<file path="src/rtl/agc_pkg.sv">
// Shared types and constants for the AGC amplitude meter.
package agc_pkg;

    localparam int              ADC_W        = 12;
    localparam logic [11:0]     ADC_MAX      = 12'hFFF;
    // round(2000 mV * 2^16 / 4095): mV per ADC code in Q16.
    localparam logic [14:0]     MV_SCALE_Q16 = 15'd32008;

    typedef logic [1:0] gain_code_t;

    typedef enum logic [1:0] {
        SETTLE  = 2'd0,
        MEASURE = 2'd1,
        CONVERT = 2'd2
    } agcm_state_t;

    // A code at either rail means the ADC input was clipped.
    function automatic logic is_clip_code(input logic [ADC_W-1:0] code);
        return (code == {ADC_W{1'b0}}) || (code == ADC_MAX);
    endfunction

endpackage

</file>
<file path="src/rtl/agc_code2mv.sv">
// Converts a peak-to-peak ADC code span into input-referred millivolts.
// One registered stage; the result holds until the next enabled cycle.
module agc_code2mv
    import agc_pkg::*;
#(
    parameter int MV_OUT_W = 12
) (
    input  logic                clk_i,
    input  logic                rst_ni,
    input  logic                en_i,
    input  logic [ADC_W-1:0]    diff_i,
    input  gain_code_t          g_i,
    output logic [MV_OUT_W-1:0] mv_o
);

    localparam int                PROD_W = 28;
    localparam logic [PROD_W-1:0] MV_SAT = PROD_W'((64'd1 << MV_OUT_W) - 64'd1);

    logic [PROD_W-1:0]   prod_s;
    logic [PROD_W-1:0]   shifted_s;
    logic [MV_OUT_W-1:0] mv_d;
    logic [MV_OUT_W-1:0] mv_q;

    // Multiply by the Q16 scale, divide out Q16 and the analog gain, saturate.
    always_comb begin
        prod_s    = PROD_W'(diff_i) * PROD_W'(MV_SCALE_Q16);
        shifted_s = prod_s >> (5'd16 + {3'b000, g_i});
        if (shifted_s > MV_SAT) begin
            mv_d = {MV_OUT_W{1'b1}};
        end else begin
            mv_d = shifted_s[MV_OUT_W-1:0];
        end
    end

    // Result register, loaded only when the meter converts a window.
    always_ff @(posedge clk_i or negedge rst_ni) begin
        if (!rst_ni) begin
            mv_q <= {MV_OUT_W{1'b0}};
        end else if (en_i) begin
            mv_q <= mv_d;
        end else begin
            mv_q <= mv_q;
        end
    end

    assign mv_o = mv_q;

endmodule

</file>
<file path="src/rtl/agc_amplitude_meter.sv">
// Windowed peak-to-peak amplitude meter behind the AGC stage. Blanks while the
// analog gain settles, measures min/max over gap-free windows, and reports the
// span scaled back to the input in mV with the gain, clip and stable flags.
module agc_amplitude_meter
    import agc_pkg::*;
#(
    parameter int WINDOW        = 512,
    parameter int SETTLE_CYCLES = 16,
    parameter int MV_OUT_W      = 12
) (
    input  logic                adc_clk,
    input  logic                rst_n,
    input  logic [ADC_W-1:0]    adc_data,
    input  gain_code_t          gain_ctrl,
    input  logic                agc_stable,
    output logic [MV_OUT_W-1:0] vpp_mv,
    output gain_code_t          vpp_gain,
    output logic                vpp_clip,
    output logic                vpp_stable,
    output logic                vpp_valid
);

    localparam int                SCNT_W    = $clog2(WINDOW);
    localparam int                SETL_W    = (SETTLE_CYCLES > 1) ? $clog2(SETTLE_CYCLES) : 1;
    localparam logic [SCNT_W-1:0] SCNT_ONE  = SCNT_W'(1);
    localparam logic [SCNT_W-1:0] SCNT_LAST = SCNT_W'(WINDOW - 1);
    localparam logic [SETL_W-1:0] SETL_ONE  = SETL_W'(1);
    localparam logic [SETL_W-1:0] SETL_LAST = SETL_W'(SETTLE_CYCLES - 1);

    agcm_state_t        state_q, state_d;
    logic [SETL_W-1:0]  settle_cnt_q, settle_cnt_d;
    logic [SCNT_W-1:0]  sample_cnt_q, sample_cnt_d;
    logic [ADC_W-1:0]   min_q, min_d;
    logic [ADC_W-1:0]   max_q, max_d;
    logic               clip_q, clip_d;
    gain_code_t         gain_q;
    logic [ADC_W-1:0]   diff_q, diff_d;
    gain_code_t         lat_gain_q, lat_gain_d;
    logic               lat_clip_q, lat_clip_d;
    logic               lat_stable_q, lat_stable_d;
    gain_code_t         vpp_gain_q, vpp_gain_d;
    logic               vpp_clip_q, vpp_clip_d;
    logic               vpp_stable_q, vpp_stable_d;
    logic               vpp_valid_q, vpp_valid_d;

    logic               gain_change_s;
    logic [ADC_W-1:0]   min_upd_s;
    logic [ADC_W-1:0]   max_upd_s;
    logic               clip_upd_s;
    logic               conv_en_s;

    // Running extremes including the sample on the bus this cycle.
    always_comb begin
        gain_change_s = (gain_ctrl != gain_q);
        if (adc_data < min_q) begin
            min_upd_s = adc_data;
        end else begin
            min_upd_s = min_q;
        end
        if (adc_data > max_q) begin
            max_upd_s = adc_data;
        end else begin
            max_upd_s = max_q;
        end
        clip_upd_s = clip_q | is_clip_code(adc_data);
    end

    // Next-state logic: settle, measure a window, convert; any gain change aborts.
    always_comb begin
        state_d      = state_q;
        settle_cnt_d = settle_cnt_q;
        sample_cnt_d = sample_cnt_q;
        min_d        = min_q;
        max_d        = max_q;
        clip_d       = clip_q;
        diff_d       = diff_q;
        lat_gain_d   = lat_gain_q;
        lat_clip_d   = lat_clip_q;
        lat_stable_d = lat_stable_q;
        vpp_gain_d   = vpp_gain_q;
        vpp_clip_d   = vpp_clip_q;
        vpp_stable_d = vpp_stable_q;
        vpp_valid_d  = 1'b0;
        conv_en_s    = 1'b0;

        case (state_q)
            SETTLE: begin
                if (gain_change_s) begin
                    settle_cnt_d = {SETL_W{1'b0}};
                end else if (settle_cnt_q == SETL_LAST) begin
                    state_d      = MEASURE;
                    settle_cnt_d = {SETL_W{1'b0}};
                    sample_cnt_d = {SCNT_W{1'b0}};
                    min_d        = ADC_MAX;
                    max_d        = {ADC_W{1'b0}};
                    clip_d       = 1'b0;
                end else begin
                    settle_cnt_d = settle_cnt_q + SETL_ONE;
                end
            end
            MEASURE: begin
                if (gain_change_s) begin
                    state_d      = SETTLE;
                    settle_cnt_d = {SETL_W{1'b0}};
                end else begin
                    min_d  = min_upd_s;
                    max_d  = max_upd_s;
                    clip_d = clip_upd_s;
                    if (sample_cnt_q == SCNT_LAST) begin
                        state_d      = CONVERT;
                        sample_cnt_d = {SCNT_W{1'b0}};
                        diff_d       = max_upd_s - min_upd_s;
                        lat_gain_d   = gain_q;
                        lat_clip_d   = clip_upd_s;
                        lat_stable_d = agc_stable;
                    end else begin
                        sample_cnt_d = sample_cnt_q + SCNT_ONE;
                    end
                end
            end
            CONVERT: begin
                if (gain_change_s) begin
                    state_d      = SETTLE;
                    settle_cnt_d = {SETL_W{1'b0}};
                end else begin
                    // This cycle's sample opens the next window.
                    state_d      = MEASURE;
                    conv_en_s    = 1'b1;
                    vpp_valid_d  = 1'b1;
                    vpp_gain_d   = lat_gain_q;
                    vpp_clip_d   = lat_clip_q;
                    vpp_stable_d = lat_stable_q;
                    min_d        = adc_data;
                    max_d        = adc_data;
                    clip_d       = is_clip_code(adc_data);
                    sample_cnt_d = SCNT_ONE;
                end
            end
            default: begin
                state_d      = SETTLE;
                settle_cnt_d = {SETL_W{1'b0}};
            end
        endcase
    end

    // State, counters, window statistics and output registers.
    always_ff @(posedge adc_clk or negedge rst_n) begin
        if (!rst_n) begin
            state_q      <= SETTLE;
            settle_cnt_q <= {SETL_W{1'b0}};
            sample_cnt_q <= {SCNT_W{1'b0}};
            min_q        <= ADC_MAX;
            max_q        <= {ADC_W{1'b0}};
            clip_q       <= 1'b0;
            gain_q       <= 2'b00;
            diff_q       <= {ADC_W{1'b0}};
            lat_gain_q   <= 2'b00;
            lat_clip_q   <= 1'b0;
            lat_stable_q <= 1'b0;
            vpp_gain_q   <= 2'b00;
            vpp_clip_q   <= 1'b0;
            vpp_stable_q <= 1'b0;
            vpp_valid_q  <= 1'b0;
        end else begin
            state_q      <= state_d;
            settle_cnt_q <= settle_cnt_d;
            sample_cnt_q <= sample_cnt_d;
            min_q        <= min_d;
            max_q        <= max_d;
            clip_q       <= clip_d;
            gain_q       <= gain_ctrl;
            diff_q       <= diff_d;
            lat_gain_q   <= lat_gain_d;
            lat_clip_q   <= lat_clip_d;
            lat_stable_q <= lat_stable_d;
            vpp_gain_q   <= vpp_gain_d;
            vpp_clip_q   <= vpp_clip_d;
            vpp_stable_q <= vpp_stable_d;
            vpp_valid_q  <= vpp_valid_d;
        end
    end

    agc_code2mv #(
        .MV_OUT_W (MV_OUT_W)
    ) u_code2mv (
        .clk_i  (adc_clk),
        .rst_ni (rst_n),
        .en_i   (conv_en_s),
        .diff_i (diff_q),
        .g_i    (lat_gain_q),
        .mv_o   (vpp_mv)
    );

    assign vpp_gain   = vpp_gain_q;
    assign vpp_clip   = vpp_clip_q;
    assign vpp_stable = vpp_stable_q;
    assign vpp_valid  = vpp_valid_q;

endmodule
</file>
<file path="config.mk">
export PLATFORM = sky130hd
export DESIGN_NAME = agc_amplitude_meter
export DESIGN_NICKNAME = d
export VERILOG_FILES = /design/src/rtl/agc_pkg.sv /design/src/rtl/agc_code2mv.sv /design/src/rtl/agc_amplitude_meter.sv
export SDC_FILE = /design/constraint.sdc
export NUM_CORES = 1
export LEC_CHECK = 0
export BUFFER_PORTS_ARGS = -buffer_cell sky130_fd_sc_hd__buf_2
export CAP_MARGIN = 25
export CELL_PAD_IN_SITES_DETAIL_PLACEMENT = 1
export CELL_PAD_IN_SITES_GLOBAL_PLACEMENT = 2
export CORE_MARGIN = 2
export CORE_UTILIZATION = 37
export CTS_CLUSTER_SIZE = 40
export DETAILED_ROUTE_END_ITERATION = 8
export GPL_TIMING_DRIVEN = 0
export PLACE_DENSITY = 0.77
export SLEW_MARGIN = 10
export SYNTH_ARGS = -nofsm -noshare
export SYNTH_HDL_FRONTEND = slang
export SYNTH_SLANG_ARGS = --single-unit
</file>
<file path="constraint.sdc">
create_clock -name adc_clk -period 4.85 [get_ports adc_clk]
set_input_delay 0.2425 -clock adc_clk [delete_from_list [all_inputs] [get_ports adc_clk]]
set_output_delay 0.2425 -clock adc_clk [all_outputs]
set_load 0.005 [all_outputs]
</file>
==> results of run 1 <==
[state kept, by name (all words and copies together), names as in the netlist, 4 cells and up]
name and cells:
min_q 12, u_code2mv.mv_o 11, max_q 12, settle_cnt_q 4, sample_cnt_q 9, diff_q 12
[final cells by class]
cell class,count,area share
Clock inverter,7,0.0113
Clock buffer,9,0.0252
Multi-Input combinational cell,608,0.614
Timing Repair Buffer,57,0.0423
Sequential cell,74,0.210
Tap cell,270,0.0378
Buffer,26,0.0127
Inverter,109,0.0461
[worst paths after layout]
kind / start / endpoint / slack [ps] / depth (start not counted)
worst max-delay path: diff_q[2] / u_code2mv.mv_o[2] / -170 / 16
worst min-delay path: gain_ctrl[1] / gain_q[1] / 40 / 1
worst max register to register: diff_q[2] / u_code2mv.mv_o[2] / -170 / 16
worst min register to register: lat_stable_q / vpp_stable / 470 / 2
max in group asynchronous: rst_n / min_q[8] / 3820 / 3
min in group asynchronous: rst_n / max_q[6] / 410 / 2
[stage by stage]
step                TNS (ps)  setup WS (ps)  instance area [um^2]
floorplan                  0           4.46                  7560
global placement       -4440           -725                  8060
detailed placement     -5460           -734                  8080
CTS                    -1820           -281                  8630
global route           -2460           -313                  8930
finish                  -713           -167                  8930
[synth_stat cells (8+ instances only)]
cell type,number,area [um^2]
mux2_4,8,120
dfrtp_1,62,1550
a21boi_1,8,60.1
mux2_2,18,203
a21oi_1,28,140
xor2_1,8,70.1
xnor2_1,11,96.3
o22ai_1,13,81.3
and3_1,8,50.1
o21ai_0,59,295
nand3_1,14,70.1
nor2_1,34,128
a31oi_1,12,75.1
nand2b_1,11,68.8
nor3_1,13,65.1
nand2_1,78,293
dfstp_2,12,315
inv_1,108,405
fa_1,43,861
o211ai_1,14,105
clkbuf_1,19,71.3
ha_1,109,1360
mux2i_1,15,150
[power breakdown]
group | switching, mW | total [mW] | leakage, nW | internal (mW)
Combinational | 0.841 | 1.45 | 3.18 | 0.605
Sequential | 0.0791 | 0.833 | 0.966 | 0.754
Clock | 0.291 | 0.746 | 0.153 | 0.455
Total | 1.21 | 3.03 | 4.30 | 1.81
[layer usage]
layer | up-vias | global-route usage | wire length [um]
li1 | 2998 | - | -
met1 | 3128 | 0.252 | 9640
met2 | 43 | 0.371 | 11200
met3 | 21 | 0.0206 | 265
met4 | 0 | 0.0447 | 308
met5 | - | 0 | 0
[placed cells by master (no fill, tap or decap), drive strengths merged, types with 15 or more instances in the layout]
cell type,n
fa,43
clkbuf,27
dfrtp,62
nor2,36
mux2i,15
nand2,78
o21ai,61
a21oi,28
mux2,26
inv,110
ha,109
buf,64
[kinds of logic after synthesis]
group / Yosys count
xor+xnor: 19
simple gates: 205
mux: 42
other cells: 1
buf+inv: 136
flops: 74
fa+ha+maj: 152
compound gates: 189
[timing repair]
| action | 4_1_cts | 5_1_grt |
|---|---|---|
| gates cloned | 0 | 0 |
| hold buffers | 1 | 0 |
| endpoints found under the hold margin | 24 | 0 |
| pin swaps | 17 | 28 |
| gates resized for setup | 39 | 39 |
| setup endpoints to repair | 11 | 11 |
| buffers inserted | 10 | 13 |
==> metrics.md, run 1 <==
| Metric | Value |
|---|---|
| Status | finished with violations |
| Failing checks | negative setup slack |
| EDFF count, synth | 0 |
| Die H | approximately 150 um |
| Clock buffer count from CTS | 9 |
| Initial DRT Pass Iterations | 4 |
| Peak VDD IR | 0.000222 V |
| Slew HR | 0.521 |
| WL/cell | 18.5 um |
| Mux cell area share after synthesis | 0.0659 |
| Hold_ws | about 44 ps |
| Clk_lat worst skew | 340 ps |
| DRC | 0 |
| Simple-gate portion of the synthesized area | 0.133 |
| Core Util, Final | 0.444 |
| Critical Path RT | 5080 ps |
| Multi-input logic area | roughly 0.0055 mm^2 |
| Synthesized area per cell | 9.19 um^2 |
| Async set-or-reset flop fraction in the synthesized netlist | 1.00 |
| Post-synthesis sequential area ratio | 0.248 |
| Post-synthesis register bit count | 74 |
| RSZ-0062 raised after global routing | true |
| Cell Rows | between 50 and 60 |
| Grt total ovfl | 0 |
| Power density over cell area | 339 mW/mm^2 |
| Fin nets | between 1000 and 1500 |
| Post-DP HPWL | around 17 mm |
| Cell Count, Final, Fillers Out | 1160 |
| Post-synthesis adder-cell area fraction | 0.296 |
| Core ar. | slightly above 0.02 mm^2 |
| Critical path class | flop to flop |
| Max cap viols | 0 |
| Path type of the worst min-delay path | primary input to flop |
| Inserted Diodes | 0 |
| Count of unique library cells instantiated by Yosys | 72 |
| Setup violations, final | 9 |
| Htree depth | 3 |
| Measured slew at the worst slew-check pin | 718 ps |
| Post-route ant nets | 0 |
| Vias in the first global route | 6820 |
| Final min period | 5020 ps |
| Main combinational cell family by area after synthesis | adder cells |
| Die W | 147 um |
| CP Launch Type | flop |
| Num ports | 34 |
| GP Congestion | around 0.85 |
| Hold Fails Final Rpt | 0 |
| Bufs and invs on worst path | 2 |
| Die Area | 0.0215 mm^2 |
| Placed cells | 1121 |
| Final Skew | ~8.6 ps |
| Fmax | 199 MHz |
| Crit-path leading delay family | adder cells |
| Pin count of the biggest net entering global routing | 41 |
| Cell Area, Synth | around 0.0075 mm^2 |
| Synth Warn # | 0 |
| Compound-cell area share of the yosys netlist | 0.164 |
| Final WS setup | -167 ps |
| Initial Util | 0.374 |
| DR vias | 6190 |
| Slew Limit Fails | 0 |
| Predominant post-synthesis flop cell | dfrtp_1 |
| Tcrit/Tclk final | 1.03 |
| Iter 0 DRT Violations | 128 |
| Worst-path clk slew | roughly 60 ps |
| Total routing usage reported by global routing | 0.200 |
| Mapped Cells | 818 |
| Share of cells above drive strength 1 | 0.211 |
| DR vias/cell | 5.34 |
| Tot Pwr | 3.03 mW |
| CP dominant cell by count | fa_1 |
| Crit path largest cell delay | between 500 and 600 ps |
| Crit path cell chain | fa_1 -> fa_1 -> fa_1 -> inv_2 -> fa_1 -> inv_1 -> fa_1 -> ha_4 -> o211ai_1 -> nand2_2 -> o22ai_4 -> nor3b_4 -> or4_4 -> a41o_1 -> a31oi_4 -> nor2_1 |
| Initial antenna violation count | 0 |
| Max Root-Sink Buffers | 2 |
| Fill cells | approximately 2300 |
| Setup crit end kind | flop |
| # port buffers | 32 |
| Final WL | 21.4 mm |
| Crit-path max FO | 4 |
| Post-synthesis net count | between 900 and 1000 |
| First-pass GRT wire length | 34.7 mm |
| Num Clock Sinks | 74 |
| CP Data Arrival Time | 5250 ps |
| Root Buffer | clkbuf_16 |
| Area Growth Syn to Fin | 18.8% |
| CTS tree | yes |
| XOR/XNOR Fraction of Synth Area | 0.0221 |
| Register area | 0.00188 mm^2 |
| LEAKAGE | between 4 and 5 nW |
| Master of the slowest instance on the critical path | fa_1 |
No activity file was read; power rests on OpenSTA's default activity.
==> run 2, diff against run 1 <==
Settings changed: ABC_AREA set to 1, CORE_UTILIZATION 37 to 34, PLACE_DENSITY 0.77 to 0.75.
==> metrics.md, run 2 <==
| Metric | Value |
|---|---|
| Status | finished, final reports clean |
| Setup violations, final | 0 |
| Crit path largest cell delay | between 500 and 600 ps |
| Initial Util | 0.346 |
| LEAKAGE | 4.29 nW |
| Sw Ratio | 0.477 |
| Tcrit/Tclk final | 0.948 |
| Core Util, Final | 0.390 |
| Worst-path clk slew | 70 ps |
| Master of the slowest instance on the critical path | fa_1 |
| Fmax | 217 MHz |
| Critical path class | flop to flop |
| Cell Rows | 54 |
| Die H | 153 um |
| Synthesized area per cell | 7.69 um^2 |
| Max Root-Sink Buffers | 2 |
| Final Skew | around 17 ps |
| Register area | approximately 0.0019 mm^2 |
| Clock power share | 0.190 |
| Post-route ant nets | 0 |
| Top-area cell type share of the netlist area | 0.206 |
| Mapped Cells | between 900 and 1000 |
| Initial DRT Pass Iterations | 5 |
| Num ports | 34 |
| Synth cell count leaders | nand2_1, inv_1, ha_1, o21ai_0, nand3_1 |
| Cell Area, Synth | ~0.0075 mm^2 |
| Clock buffer count from CTS | 9 |
| Post-synthesis register bit count | 74 |
| Multi-input logic area | 0.00498 mm^2 |
| Setup crit end kind | flop |
| Post-synthesis sequential area ratio | 0.248 |
| Comb power frac | 0.628 |
| Power density over cell area | between 400 and 500 mW/mm^2 |
| Critical Path RT | between 5000 and 6000 ps |
| Measured slew at the worst slew-check pin | 798 ps |
| Num Clock Sinks | 74 |
| Final min period | 4600 ps |
| Iter 0 DRT Violations | between 200 and 250 |
| DR vias/cell | about 5 |
| CP Data Arrival Time | between 4000 and 5000 ps |
| Synth Warn # | 0 |
| Async set-or-reset flop fraction in the synthesized netlist | 1.00 |
| Fill cells | roughly 2700 |
| Most frequent cells in the layout | nand2_1, inv_1, ha_1 |
| Pin count of the biggest net entering global routing | 51 |
| Root Buffer | clkbuf_16 |
| Synth top area cells | dfrtp_1, ha_1, fa_1, nand2_1, inv_1 |
| DRC | 0 |
| Crit path cell chain | inv_1 -> fa_1 -> fa_1 -> fa_1 -> inv_1 -> fa_1 -> fa_1 -> ha_4 -> nand2_1 -> nor2_1 -> nand2_1 -> nand2_2 -> nand3_1 -> nand3_1 -> nand3_1 -> nand3_1 -> nand3_1 |
| Pint | ~1.9 mW |
| Die W | 153 um |
| CTS tree | yes |
| Die Area | 0.0233 mm^2 |
| GP Congestion | 0.821 |
| DR vias | 6497 |
| Peak VDD IR | 0.000181 V |
| Vias in the first global route | just under 7000 |
| Hold Fails Final Rpt | 0 |
| WL/cell | between 15 and 20 um |
| Switching power | 1.69 mW |
| Area leader, netlist | dfrtp_1 |
| Share of cells above drive strength 1 | 0.116 |
| Count of unique library cells instantiated by Yosys | 41 |
| Max cap viols | 0 |
| Largest regs | diff_q x12, max_q x12, min_q x12 |
| Post-synthesis net count | 1147 |
| Predominant post-synthesis flop cell | dfrtp_1 |
| Htree depth | 3 |
| Path type of the worst min-delay path | primary input to flop |
| Area Growth Syn to Fin | 12.9% |
| Most frequent cell after synthesis | nand2_1 |
| Slew Limit Fails | 0 |
| Slew HR | 0.464 |
| Grt total ovfl | 0 |
| Post-DP HPWL | 16.8 mm |
| First-pass GRT wire length | 34.3 mm |
| Tot Pwr | 3.55 mW |
| EDFF count, synth | 0 |
| Inserted Diodes | 0 |
| Most common cell after layout, fill and taps aside | nand2_1 |
| CP Launch Type | flop |
| Crit-path max FO | 6 |
| Total routing usage reported by global routing | 0.181 |
| Core ar. | 0.0218 mm^2 |
| Seq pwr share | 0.182 |
| Hold_ws | about 31 ps |
| Fin nets | 1197 |
| Initial antenna violation count | 0 |
| Final WL | 20.1 mm |
| Clk_lat worst skew | 350 ps |
| # port buffers | 32 |
-- run 2: area by class of cell --
cell class	instances	area share
multi-input combinational	715	0.587
sequential	74	0.221
inverter	166	0.0735
tap	280	0.0412
timing repair buffer	39	0.0280
clock buffer	10	0.0270
buffer	23	0.0150
clock inverter	6	0.00766
-- run 2: layer usage --
metal,GRT usage,routed length (um)
met5,0,0
met4,0.0344,185
met3,0.0205,299
met2,0.327,10100
met1,0.234,9480
-- run 2: path summary, 6_finish.rpt --
check / cells after the start / to / from / slack (ps)
setup / recovery: 17 / u_code2mv.mv_o[8] / diff_q[1] / 250
hold / removal: 1 / gain_q[0] / gain_ctrl[0] / 30
setup reg to reg: 17 / u_code2mv.mv_o[8] / diff_q[1] / 250
hold reg to reg: 2 / vpp_gain[0] / vpp_gain[0] / 480
max in group asynchronous: 3 / min_q[11] / rst_n / 3840
min in group asynchronous: 2 / max_q[6] / rst_n / 370
-- run 2: cell families (layout without fill, tap and decap cells) --
group,Yosys count,after routing,share of synthesized area
DFF,74,74,0.248
and+or+nand+nor,385,385,0.221
adders and majority gates,152,152,0.296
AOI/OAI and AO/OA,168,168,0.125
other,1,1,0.000499
buffers and inverters,189,244,0.100
xor gates and xnor gates,9,9,0.0105
-- run 2: power by group through the flow --
stage          logic (mW)  registers, mW  clock network (mW)
6_report             2.23          0.646               0.676
5_1_grt              2.60          0.648               0.721
4_1_cts              2.15          0.647               0.694
3_5_place_dp         2.11          0.658                   0
3_3_place_gp         2.10          0.657                   0
2_1_floorplan        1.57          0.651                   0
-- run 2: repair_timing --
action                                 in CTS  in global routing
gates resized for setup                     2                 27
endpoints found under the hold margin      24                  0
hold buffers                                1                  0
pin swaps                                   0                  4
setup endpoints to repair                   8                 11
setup buffers                               0                  5
-- run 2: per-stage QoR --
| stage | setup slack (ps) | setup TNS (ps) | cells | area [um^2] |
|---|---|---|---|---|
| after detailed placement | -62.7 | -333 | 1291 | 8060 |
| final | 250 | 0 | 1313 | 8490 |
| after floorplan | 488 | 0 | 978 | 7520 |
| after global placement | 7.86 | 0 | 1290 | 8030 |
| after CTS | 2.00 | 0 | 1308 | 8370 |
| after global routing | -6.83 | -9.08 | 1313 | 8490 |
-- run 2: critical path: cells and delay by family (launching register included) --
| kind | cells | cell delay (ps) |
|---|---|---|
| AND/OR/NAND/NOR | 9 | 980 |
| flip-flops | 1 | 450 |
| adder cells (fa/ha/maj) | 6 | 2900 |
| buffers and inverters | 2 | 130 |
==> run 3, diff against run 2 <==
Settings changed: ABC_AREA 1 to 0, BUFFER_PORTS_ARGS -buffer_cell sky130_fd_sc_hd__buf_2 to -buffer_cell sky130_fd_sc_hd__buf_4, CORE_UTILIZATION 34 to 37, PLACE_DENSITY 0.75 to 0.77.
==> metrics.md, run 3 (synthesis results as in run 1) <==
| Metric | Value |
|---|---|
| Post-DP HPWL | 16.9 mm |
| Master of the slowest instance on the critical path | fa_1 |
| Crit path cell chain | fa_1 -> fa_1 -> fa_1 -> inv_2 -> fa_1 -> inv_1 -> fa_1 -> ha_4 -> o211ai_1 -> nand2_1 -> o22ai_4 -> nor3b_4 -> or4_4 -> a41o_1 -> a31oi_4 -> nor2_2 |
| Setup crit end kind | flop |
| Placement Setup Slack | -743 ps |
| Final WS setup | -216 ps |
| Switching power | 1.21 mW |
| RSZ-0062 raised after global routing | true |
| Initial Util | 0.374 |
| Worst-path clk slew | 60 ps |
| Crit-path leading delay family | adder cells |
| DRC | 0 |
| Sw Ratio | 0.413 |
| Initial antenna violation count | 0 |
| Clock power share | 0.217 |
| Pin count of the biggest net entering global routing | 75 |
| Max Root-Sink Buffers | 2 |
| GP Congestion | 0.826 |
| Seq pwr share | 0.286 |
| Pint | around 1.7 mW |
| Num Clock Sinks | 74 |
| DR vias/cell | 5.34 |
| Failing checks | negative setup slack |
| Slew Limit Fails | 0 |
| CP dominant cell by count | fa_1 |
| First-pass GRT wire length | 35.1 mm |
| Crit path largest cell delay | between 500 and 600 ps |
| Hold Fails Final Rpt | 0 |
| Clk_lat worst skew | 340 ps |
| Iter 0 DRT Violations | 154 |
| Path type of the worst min-delay path | primary input to flop |
| Inserted Diodes | 0 |
| Final WL | between 20 and 25 mm |
| Core Util, Final | 0.445 |
| Status | finished with violations |
| Initial DRT Pass Iterations | 4 |
| Vias in the first global route | around 6800 |
| Most frequent cells in the layout | inv_1, ha_1, nand2_1 |
| Die H | 147 um |
| Setup violations, final | 10 |
| Post-route ant nets | 0 |
| Slew HR | 0.509 |
| CP Launch Type | flop |
| Most common cell after layout, fill and taps aside | inv_1 |
| Area Growth Syn to Fin | 19.0% |
| Fin nets | 1051 |
| Total routing usage reported by global routing | 0.202 |
| Core ar. | 0.0201 mm^2 |
| LEAKAGE | 4.27 nW |
| Bufs and invs on worst path | 2 |
| CTS tree | yes |
| Die Area | 0.0215 mm^2 |
| Critical path class | flop to flop |
| Critical Path RT | 5080 ps |
| Clock buffer count from CTS | 9 |
| Measured slew at the worst slew-check pin | around 740 ps |
| WL/cell | 18.3 um |
| DR vias | 6180 |
| Root Buffer | clkbuf_16 |
| Comb power frac | 0.497 |
| Die W | 147 um |
| Tcrit/Tclk final | 1.04 |
| Cell Rows | 52 |
| Power density over cell area | around 330 mW/mm^2 |
| Grt total ovfl | 0 |
| Fmax | 197 MHz |
| Htree depth | 3 |
| CP Data Arrival Time | 5290 ps |
| Final Skew | roughly 11 ps |
| Share of cells above drive strength 1 | 0.214 |
| Crit-path max FO | 4 |
| Num ports | 34 |
| Final min period | between 5000 and 6000 ps |
| Peak VDD IR | 0.000210 V |
| Largest regs | diff_q x12, max_q x12, min_q x12 |
| Reg2reg setup slack | -220 ps |
| Max cap viols | 0 |
| # port buffers | 32 |
-- run 3: cell count changes in the layout (fill, tap and decap cells not counted), sizes merged, moves of 11 or more --
cell / before / now
a21boi: 0 / 12
a21oi: 49 / 28
inv: 166 / 109
mux2: 0 / 26
mux2i: 0 / 15
nand2: 223 / 78
nand2b: 0 / 11
nand3: 74 / 14
nor2: 56 / 36
o211ai: 0 / 14
o21ai: 80 / 61
-- run 3: through the flow --
stage | instances | power, mW | TNS [ps] | area [um^2] | hold WS (ps)
floorplan | 818 | 1.89 | 0 | 7560 | -53.1
global placement | 1120 | 2.22 | -4420 | 8140 | 379
detailed placement | 1120 | 2.30 | -5240 | 8140 | 378
CTS | 1150 | 2.95 | -2000 | 8720 | 20.0
global route | 1157 | 3.17 | -2610 | 8940 | 23.1
finish | 1157 | 2.92 | -1220 | 8940 | 33.0
-- run 3: final timing paths --
path                              startpoint           endpoint  cells past startpoint
worst max-delay path               diff_q[2]  u_code2mv.mv_o[2]                     16
worst min-delay path            gain_ctrl[1]          gain_q[1]                      1
worst max register to register     diff_q[2]  u_code2mv.mv_o[2]                     16
worst min register to register  lat_stable_q         vpp_stable                      2
max in group asynchronous              rst_n           min_q[1]                      3
min in group asynchronous              rst_n          max_q[10]                      2
-- run 3: worst register-to-register path, stage by stage (launching register included) --
cell and delay, ps:
dfrtp_2 440, fa_1 580, fa_1 440, fa_1 510, inv_2 40, fa_1 540
inv_1 50, fa_1 530, ha_4 220, o211ai_1 160, nand2_1 140, o22ai_4 230
nor3b_4 100, or4_4 430, a41o_1 280, a31oi_4 210, nor2_2 60
-- run 3: what timing repair did --
item,4_1_cts,5_1_grt
buffers inserted,14,6
endpoints found under the setup margin,11,12
gates resized for setup,54,27
hold endpoints to repair,0,17
pin swaps,16,26
hold buffers,0,1
-- run 3: layout make-up --
cell class / count / area, um^2
Buffer: 26 / 114
Clock buffer: 9 / 225
Clock inverter: 7 / 55.1
Fill cell: 2281 / 11200
Inverter: 109 / 409
Multi-Input combinational cell: 608 / 5480
Sequential cell: 74 / 1880
Tap cell: 270 / 338
Timing Repair Buffer: 54 / 440
-- run 3: power by group through the flow --
stage	registers [mW]	clock network [mW]	logic (mW)
6_report	0.836	0.633	1.45
4_1_cts	0.837	0.653	1.46
5_1_grt	0.853	0.678	1.64
3_3_place_gp	0.835	0	1.38
3_5_place_dp	0.848	0	1.45
2_1_floorplan	0.819	0	1.07
-- run 3: routing by layer --
| metal | wire (um) | track usage | vias up | share of wire |
|---|---|---|---|---|
| li1 | - | - | 2983 | - |
| met1 | 9720 | 0.263 | 3138 | 0.46 |
| met2 | 11000 | 0.366 | 43 | 0.52 |
| met3 | 257 | 0.0209 | 16 | 0.012 |
| met4 | 195 | 0.0383 | 0 | 0.0092 |
| met5 | 0 | 0 | - | 0 |
